$ cat src/rtl/nascom_vram_arb.sv
// NASCOM video RAM arbiter: video fetch has priority,
// the Z80 is held off with WAIT until its slot is granted.
module nascom_vram_arb #(
  parameter int VID_CYCLES = 2,
  parameter int CPU_CYCLES = 2
) (
  input  logic       clk,
  input  logic       reset_n,
  input  logic       vid_req,
  input  logic [9:0] vid_addr,
  input  logic       cpu_vsel_n,
  input  logic       cpu_wr_n,
  input  logic [9:0] cpu_addr,
  output logic [9:0] ram_addr,
  output logic       ram_cs_n,
  output logic       ram_we_n,
  output logic       vid_latch,
  output logic       cpu_grant,
  output logic       wait_n,
  output logic       vid_overrun
);

  typedef enum logic [1:0] {
    IDLE   = 2'd0,
    VFETCH = 2'd1,
    CACC   = 2'd2
  } state_t;

  localparam logic [2:0] VLAST = 3'(VID_CYCLES - 1);
  localparam logic [2:0] CLAST = 3'(CPU_CYCLES - 1);

  state_t     state, nxt_state;
  logic [2:0] cnt, nxt_cnt;
  logic       vid_pend;
  logic       cpu_done;
  logic       enter_vf;
  logic       vid_last;
  logic       cpu_last;
  logic       vid_any;

  assign vid_last = (state == VFETCH) && (cnt == VLAST);
  assign cpu_last = (state == CACC) && (cnt == CLAST);
  assign vid_any  = vid_pend | vid_req;

  // state and cycle counter register
  always_ff @(posedge clk or negedge reset_n) begin
    if (!reset_n) begin
      state <= IDLE;
      cnt   <= 3'd0;
    end else begin
      state <= nxt_state;
      cnt   <= nxt_cnt;
    end
  end

  // next-state: video wins, a CPU slot runs to completion
  always_comb begin
    nxt_state = state;
    nxt_cnt   = cnt;
    enter_vf  = 1'b0;
    unique case (1'b1)
      state == IDLE: begin
        nxt_cnt = 3'd0;
        if (vid_any) begin
          nxt_state = VFETCH;
          enter_vf  = 1'b1;
        end else if (!cpu_vsel_n && !cpu_done) begin
          nxt_state = CACC;
        end
      end
      state == VFETCH: begin
        if (vid_last) begin
          nxt_state = IDLE;
          nxt_cnt   = 3'd0;
        end else begin
          nxt_cnt = cnt + 3'd1;
        end
      end
      state == CACC: begin
        if (cpu_last) begin
          nxt_cnt = 3'd0;
          if (vid_any) begin
            nxt_state = VFETCH;
            enter_vf  = 1'b1;
          end else begin
            nxt_state = IDLE;
          end
        end else begin
          nxt_cnt = cnt + 3'd1;
        end
      end
      default: begin
        nxt_state = IDLE;
        nxt_cnt   = 3'd0;
      end
    endcase
  end

  // pending video request, overrun pulse and CPU-done flag
  always_ff @(posedge clk or negedge reset_n) begin
    if (!reset_n) begin
      vid_pend    <= 1'b0;
      vid_overrun <= 1'b0;
      cpu_done    <= 1'b0;
    end else begin
      vid_overrun <= vid_req & vid_pend & ~enter_vf;
      if (enter_vf)
        vid_pend <= 1'b0;
      else if (vid_req)
        vid_pend <= 1'b1;
      if (cpu_vsel_n)
        cpu_done <= 1'b0;
      else if (cpu_last)
        cpu_done <= 1'b1;
    end
  end

  // RAM controls decoded from registered state
  always_comb begin
    ram_addr  = 10'd0;
    ram_cs_n  = 1'b1;
    ram_we_n  = 1'b1;
    vid_latch = 1'b0;
    cpu_grant = 1'b0;
    if (state == VFETCH) begin
      ram_addr  = vid_addr;
      ram_cs_n  = 1'b0;
      vid_latch = vid_last;
    end else if (state == CACC) begin
      ram_addr  = cpu_addr;
      ram_cs_n  = 1'b0;
      cpu_grant = 1'b1;
      ram_we_n  = (cnt == 3'd0) ? 1'b1 : cpu_wr_n;
    end
  end

  assign wait_n = ~reset_n |
                  ~(~cpu_vsel_n & ~cpu_done & ~cpu_last);

endmodule

$ cat config.mk
export PLATFORM = sky130hd
export DESIGN_NAME = nascom_vram_arb
export DESIGN_NICKNAME = d
export VERILOG_FILES = /design/src/rtl/nascom_vram_arb.sv
export SDC_FILE = /design/constraint.sdc
export NUM_CORES = 1
export LEC_CHECK = 0
export ABC_CLOCK_PERIOD_IN_PS = 2000
export CAP_MARGIN = 20
export CORE_MARGIN = 8
export CORE_UTILIZATION = 35
export DETAILED_ROUTE_END_ITERATION = 7
export DONT_BUFFER_PORTS = 1
export PLACE_DENSITY_LB_ADDON = 0.25
export SYNTH_ARGS = -nofsm -noshare
export SYNTH_HDL_FRONTEND = slang
export SYNTH_SLANG_ARGS = --single-unit
export TNS_END_PERCENT = 20
$ cat constraint.sdc
create_clock -name clk -period 2 [get_ports clk]
set_input_delay 0.5 -clock clk [delete_from_list [all_inputs] [get_ports clk]]
set_output_delay 0.5 -clock clk [all_outputs]
set_load 0.05 [all_outputs]
==> results of run 1 <==
## synthesized netlist by cell type
library cell | n | area share (%)
ha_1 | 6 | 13
buf_4 | 1 | 1.3
clkbuf_1 | 1 | 0.65
o21ai_0 | 1 | 0.87
dfrtp_1 | 8 | 35
nor2_1 | 3 | 2.0
nand2b_1 | 1 | 1.1
nor2_2 | 1 | 1.1
nor4b_1 | 1 | 1.5
nor2b_1 | 2 | 2.2
nand3_1 | 2 | 1.7
inv_1 | 5 | 3.3
nand3b_1 | 2 | 2.6
a2bb2oi_1 | 1 | 1.5
nor4_1 | 2 | 2.2
o221ai_1 | 1 | 1.5
xnor2_1 | 1 | 1.5
a21oi_1 | 3 | 2.6
and2_1 | 1 | 1.1
a22o_1 | 10 | 15
nand2_1 | 2 | 1.3
o32a_1 | 1 | 1.7
nor2b_2 | 1 | 1.5
clkbuf_8 | 1 | 2.4
and3_1 | 1 | 1.1
## path summary, 6_finish.rpt
kind | from | to | slack (ps) | cells past startpoint
max | state[0]$_DFFE_PN0P_ | ram_addr[9] | -20 | 5
min | cpu_vsel_n | cpu_done$_DFFE_PN0P_ | 300 | 1
max reg2reg | state[1]$_DFFE_PN0P_ | state[1]$_DFFE_PN0P_ | 510 | 6
min reg2reg | cnt[0]$_DFF_PN0_ | cnt[0]$_DFF_PN0_ | 500 | 1
max in group asynchronous | reset_n | state[0]$_DFFE_PN0P_ | 1110 | 1
min in group asynchronous | reset_n | cnt[2]$_DFF_PN0_ | 590 | 1
## power by group through the flow
stage | Combinational [mW] | Clock, mW | Sequential [mW]
2_1_floorplan | 0.789 | 0 | 0.250
3_3_place_gp | 1.06 | 0 | 0.255
4_1_cts | 1.16 | 0.136 | 0.254
5_1_grt | 1.23 | 0.136 | 0.269
6_report | 1.18 | 0.128 | 0.267
3_5_place_dp | 1.07 | 0 | 0.257
## flip-flops by register name (all words and copies together), names as in the netlist
| name | cells |
|---|---|
| cnt | 3 |
| state | 2 |
| cpu_done | 1 |
| vid_overrun | 1 |
| vid_pend | 1 |
## through the flow
step	setup slack, ps	total power, mW	util (%)
floorplan	5.81	1.04	-
global placement	95.3	1.32	50.2
detailed placement	45.9	1.33	50.2
CTS	-26.5	1.55	55.3
global route	-49.8	1.64	56.7
finish	-15.3	1.57	56.7
## area by class of cell
| class | instances | area [um2] |
|---|---|---|
| inverter | 5 | 21.3 |
| fill | 139 | 661 |
| clock buffer | 3 | 22.5 |
| multi-input combinational | 44 | 395 |
| tap | 16 | 20.0 |
| sequential | 8 | 201 |
| timing repair buffer | 14 | 203 |
## worst max-delay path, stage by stage (launching register included)
cell	delay (ps)
dfrtp_2	460
inv_4	90
ha_4	140
nor2b_4	210
a22o_1	200
buf_12	140
## repair_timing
action	4_1_cts	5_1_grt
buffers inserted	1	1
hold endpoints to repair	8	0
pin swaps	0	1
hold buffers	1	0
gates resized for setup	7	3
setup endpoints to repair	13	11
cloned	1	0
## metal layers
layer  track usage [%]  routed length, um  up-vias
li1                  -                  -      248
met1              11.4                682      259
met2              17.2                886       26
met3              4.27                194        0
met4              5.15                  0        0
met5                 0                  0        -
## cell families (layout without fill, tap and decap cells)
logic type / Yosys count / count (layout) / share of synthesized area (%)
AND/OR/NAND/NOR: 19 / 20 / 19.4
adder cells (fa/ha/maj): 6 / 6 / 13.1
flip-flops: 8 / 8 / 34.9
XOR/XNOR: 1 / 1 / 1.53
buffers and inverters: 8 / 22 / 7.62
AO/OA/AOI/OAI: 17 / 17 / 23.5
==> impl_metrics.ini, run 1 <==
[status]
status = finished, violations left
violations = negative setup slack

[route]
routed_via_density = 5.92
vias = 533
finalWirelength_mm = 1.76
detail-route-antenna-nets = 0
drc = 0
drt_iter0_markers = 10
first_pass_iters = 4
wire_per_inst_um = 19.6

[logic_synthesis]
synth_cells = 59
synth_area_um2 = 574
synthesis.nets = 90
ys.warnings.count = 0
ys_types = 25
syn_avg_cell_area_um2 = 9.73
synth-seq-cells = 8
yosysSeqAreaShare_pct = 34.9

[layout]
layout_common_cells = 8 x a22o_2, 7 x dfrtp_1, 7 x buf_12
final_area_um2 = 863
layout.cells.non_filler = 90
final_common_cell = a22o_2
n_antenna_cell = 0
drive_above_1_share_pct = 44.6
syn_to_final_growth_pct = 50.3
fin_nets = 107

[placement]
place_inst = 83
gp_congestion = 0.752
io_buffers = 0
place_area_um2 = 766
dpl.hpwl_mm = 1.33

[timing]
holdWs_ps = 297
setup_tns_ps = -30.1
setup_viol = 6
max_freq_mhz = 496
maxSlewHeadroom_pct = 66.3
hold_viol_final = 0
rsz0062_at_grt = yes
post-route-period-util_pct = 101
fin_skew_ps = 13.9
post-route-min-period_ps = 2020
fin_ws_ps = -15.3
drv_slew = 0
tightest_slew_ps = 505

[cts]
clk_latency_ps = 260
cts_tree = yes
root_buffer = clkbuf_4
cts_buffers = 3
cts.sinks = 8
cts_buffer_depth = 2
htreeDepth = 1
clkTransAtPathRegs_ps = 60

[floorplan]
die_h_um = 56.5
coreArea_um2 = 1520
die_area_um2 = 3190
pin_count = 41
die_w_um = 56.5
initial_core_util_pct = 37.7
rows = 14

[power]
power.switching_mw = 0.837
p_leak_nw = 0.379
pwr-share-comb_pct = 74.9
seq_power_share_pct = 17.0
ir_worst_vdd_v = 0.000815
p_per_area_nw_per_um2 = 1820
power.internal_mw = 0.732
p_clk_share_pct = 8.1
power_switching_share_pct = 53.3

[grt]
grtUsageTotal_pct = 10.5
antenna_found_initial = 0
overflow = 0
grt_pass1_vias = 545
grt_max_degree = 13
grt_pass1_wl_mm = 2.69

[run]
max-cap-violations = 0

[critical_path]
end_kind = primary output
critPathRequiredTime_ps = 1500
crit_fanout = 6
startpoint_type = flip-flop
critical_path_class = reg -> out
cp.arrival_ps = 1520

[min_path]
hold_class = in -> reg
No activity file was read; power rests on OpenSTA's default activity.
==> run 2, diff against run 1 <==
--- a/config.mk
+++ b/config.mk
@@ -9,6 +9,7 @@
 export CAP_MARGIN = 20
 export CORE_MARGIN = 8
 export CORE_UTILIZATION = 35
+export CTS_CLUSTER_SIZE = 16
 export DETAILED_ROUTE_END_ITERATION = 7
 export DONT_BUFFER_PORTS = 1
 export PLACE_DENSITY_LB_ADDON = 0.25
==> results of run 2 <==
Final layout, timing and power as in run 1 (identical DEF).
==> run 3, diff against run 2 <==
--- a/config.mk
+++ b/config.mk
@@ -7,6 +7,7 @@
 export LEC_CHECK = 0
 export ABC_CLOCK_PERIOD_IN_PS = 2000
 export CAP_MARGIN = 20
+export CORE_ASPECT_RATIO = 1.25
 export CORE_MARGIN = 8
 export CORE_UTILIZATION = 35
 export CTS_CLUSTER_SIZE = 16
==> run 3 against run 2 <==
The run now ends clean. Sequential power barely moved. Critical path depth unchanged. Fmax is 1.6% higher. Critical path type unchanged. Highest routed layer is now met4.
==> impl_metrics.ini, run 3 (synthesis results as in run 1) <==
[status]
status = finished, final reports clean

[critical_path]
end_kind = primary output
critPathRequiredTime_ps = 1500
critical_path_class = reg -> out
startpoint_type = flip-flop
cp.arrival_ps = 1480
crit_fanout = 12

[route]
drc = 0
first_pass_iters = 4
wire_per_inst_um = 18.3
drt_iter0_markers = 8
vias = 522
finalWirelength_mm = 1.58
routed_via_density = 6.07
detail-route-antenna-nets = 0

[layout]
final_common_cell = dfrtp_1
layout_common_cells = 7 x dfrtp_1, 5 x a22o_2, 4 x a22o_4, 4 x ha_1
multi_input_area_um2 = 423
final_util_pct = 51.6
n_antenna_cell = 0
fin_nets = 101
largest_reg_flops = 3
syn_to_final_growth_pct = 40.3
top_register = cnt
final_area_um2 = 806
register_area_um2 = 201
drive_above_1_share_pct = 41.2
top_regs = cnt (3), state (2)
fillCellCount = 145

[floorplan]
pin_count = 41
rows = 16
die_h_um = 61.3
die_w_um = 52.2
initial_core_util_pct = 36.8
coreArea_um2 = 1560
die_area_um2 = 3200

[grt]
grt_pass1_wl_mm = 2.32
grt_max_degree = 13
overflow = 0
antenna_found_initial = 0
grtUsageTotal_pct = 9.65
grt_pass1_vias = 511

[cts]
cts_buffers = 3
clkTransAtPathRegs_ps = 60
cts_buffer_depth = 2
htreeDepth = 1
clk_latency_ps = 260
cts.sinks = 8
root_buffer = clkbuf_4
cts_tree = yes

[placement]
io_buffers = 0
dpl.hpwl_mm = 1.24
place_area_um2 = 688
gp_congestion = 0.740

[timing]
rsz0062_at_grt = yes
setup_viol = 0
post-route-min-period_ps = 1980
maxSlewHeadroom_pct = 69.6
tightest_slew_ps = 456
holdWs_ps = 305
post-route-period-util_pct = 99.2
max_freq_mhz = 504
fin_skew_ps = 3.95
hold_viol_final = 0
drv_slew = 0

[power]
p_per_area_nw_per_um2 = 1800
p_leak_nw = 0.347
finalPower_mw = 1.45
ir_worst_vdd_v = 0.000630

[min_path]
hold_class = in -> reg

[run]
max-cap-violations = 0
-- run 3: cell count changes in the layout (fill, tap and decap cells not counted) --
cell	delta
nor2b_2	-1
a22o_4	+3
buf_6	+1
buf_12	-4
buf_4	-3
a22o_2	-3
nor2b_4	+1
inv_1	-1
clkinvlp_4	+1
-- run 3: worst paths after layout --
path / start / endpoint / slack, ps / cells after the start
worst max-delay path: state[1]$_DFFE_PN0P_ / ram_addr[9] / 20 / 5
worst min-delay path: cpu_vsel_n / cpu_done$_DFFE_PN0P_ / 310 / 1
worst max register to register: state[1]$_DFFE_PN0P_ / cnt[1]$_DFF_PN0_ / 430 / 4
worst min register to register: cpu_done$_DFFE_PN0P_ / cpu_done$_DFFE_PN0P_ / 510 / 2
max in group asynchronous: reset_n / state[0]$_DFFE_PN0P_ / 1110 / 1
min in group asynchronous: reset_n / cnt[0]$_DFF_PN0_ / 590 / 1
-- run 3: stage by stage --
stage	setup TNS (ps)	std cells	setup WS (ps)
floorplan	0	59	5.81
global placement	0	81	101
detailed placement	0	81	61.5
CTS	-233	86	-33.9
global route	-436	86	-77.8
finish	0	86	15.5
-- run 3: cell type report --
| type | count | area share, % |
|---|---|---|
| inverter | 5 | 3.11 |
| sequential | 8 | 25.0 |
| timing repair buffer | 8 | 13.8 |
| clock buffer | 3 | 2.80 |
| multi-input combinational | 44 | 52.5 |
| tap | 18 | 2.80 |
-- run 3: where the power goes --
group          switching (mW)  internal [mW]
Clock                  0.0573         0.0688
Sequential             0.0617          0.207
Combinational           0.701          0.356
Total                   0.820          0.631
-- run 3: critical path, cell delays in order (launching register included) --
cell and delay, ps:
dfrtp_1 400, inv_1 140, ha_4 190, buf_6 160, a22o_1 190, buf_12 140
-- run 3: repair_timing --
action                     CTS  global route
gates resized for setup      7             9
pin swaps                    0             2
setup buffers                0             0
setup endpoints to repair   13            14
hold endpoints to repair     8             0
cloned                       1             0
hold buffers                 1             0
-- run 3: routing by layer --
metal	GRT usage, %	part of all wire [%]	wire length (um)
met1	9.71	37	583
met2	14.6	40	637
met3	4.59	20	314
met4	8.52	2.5	40
met5	0	0	0
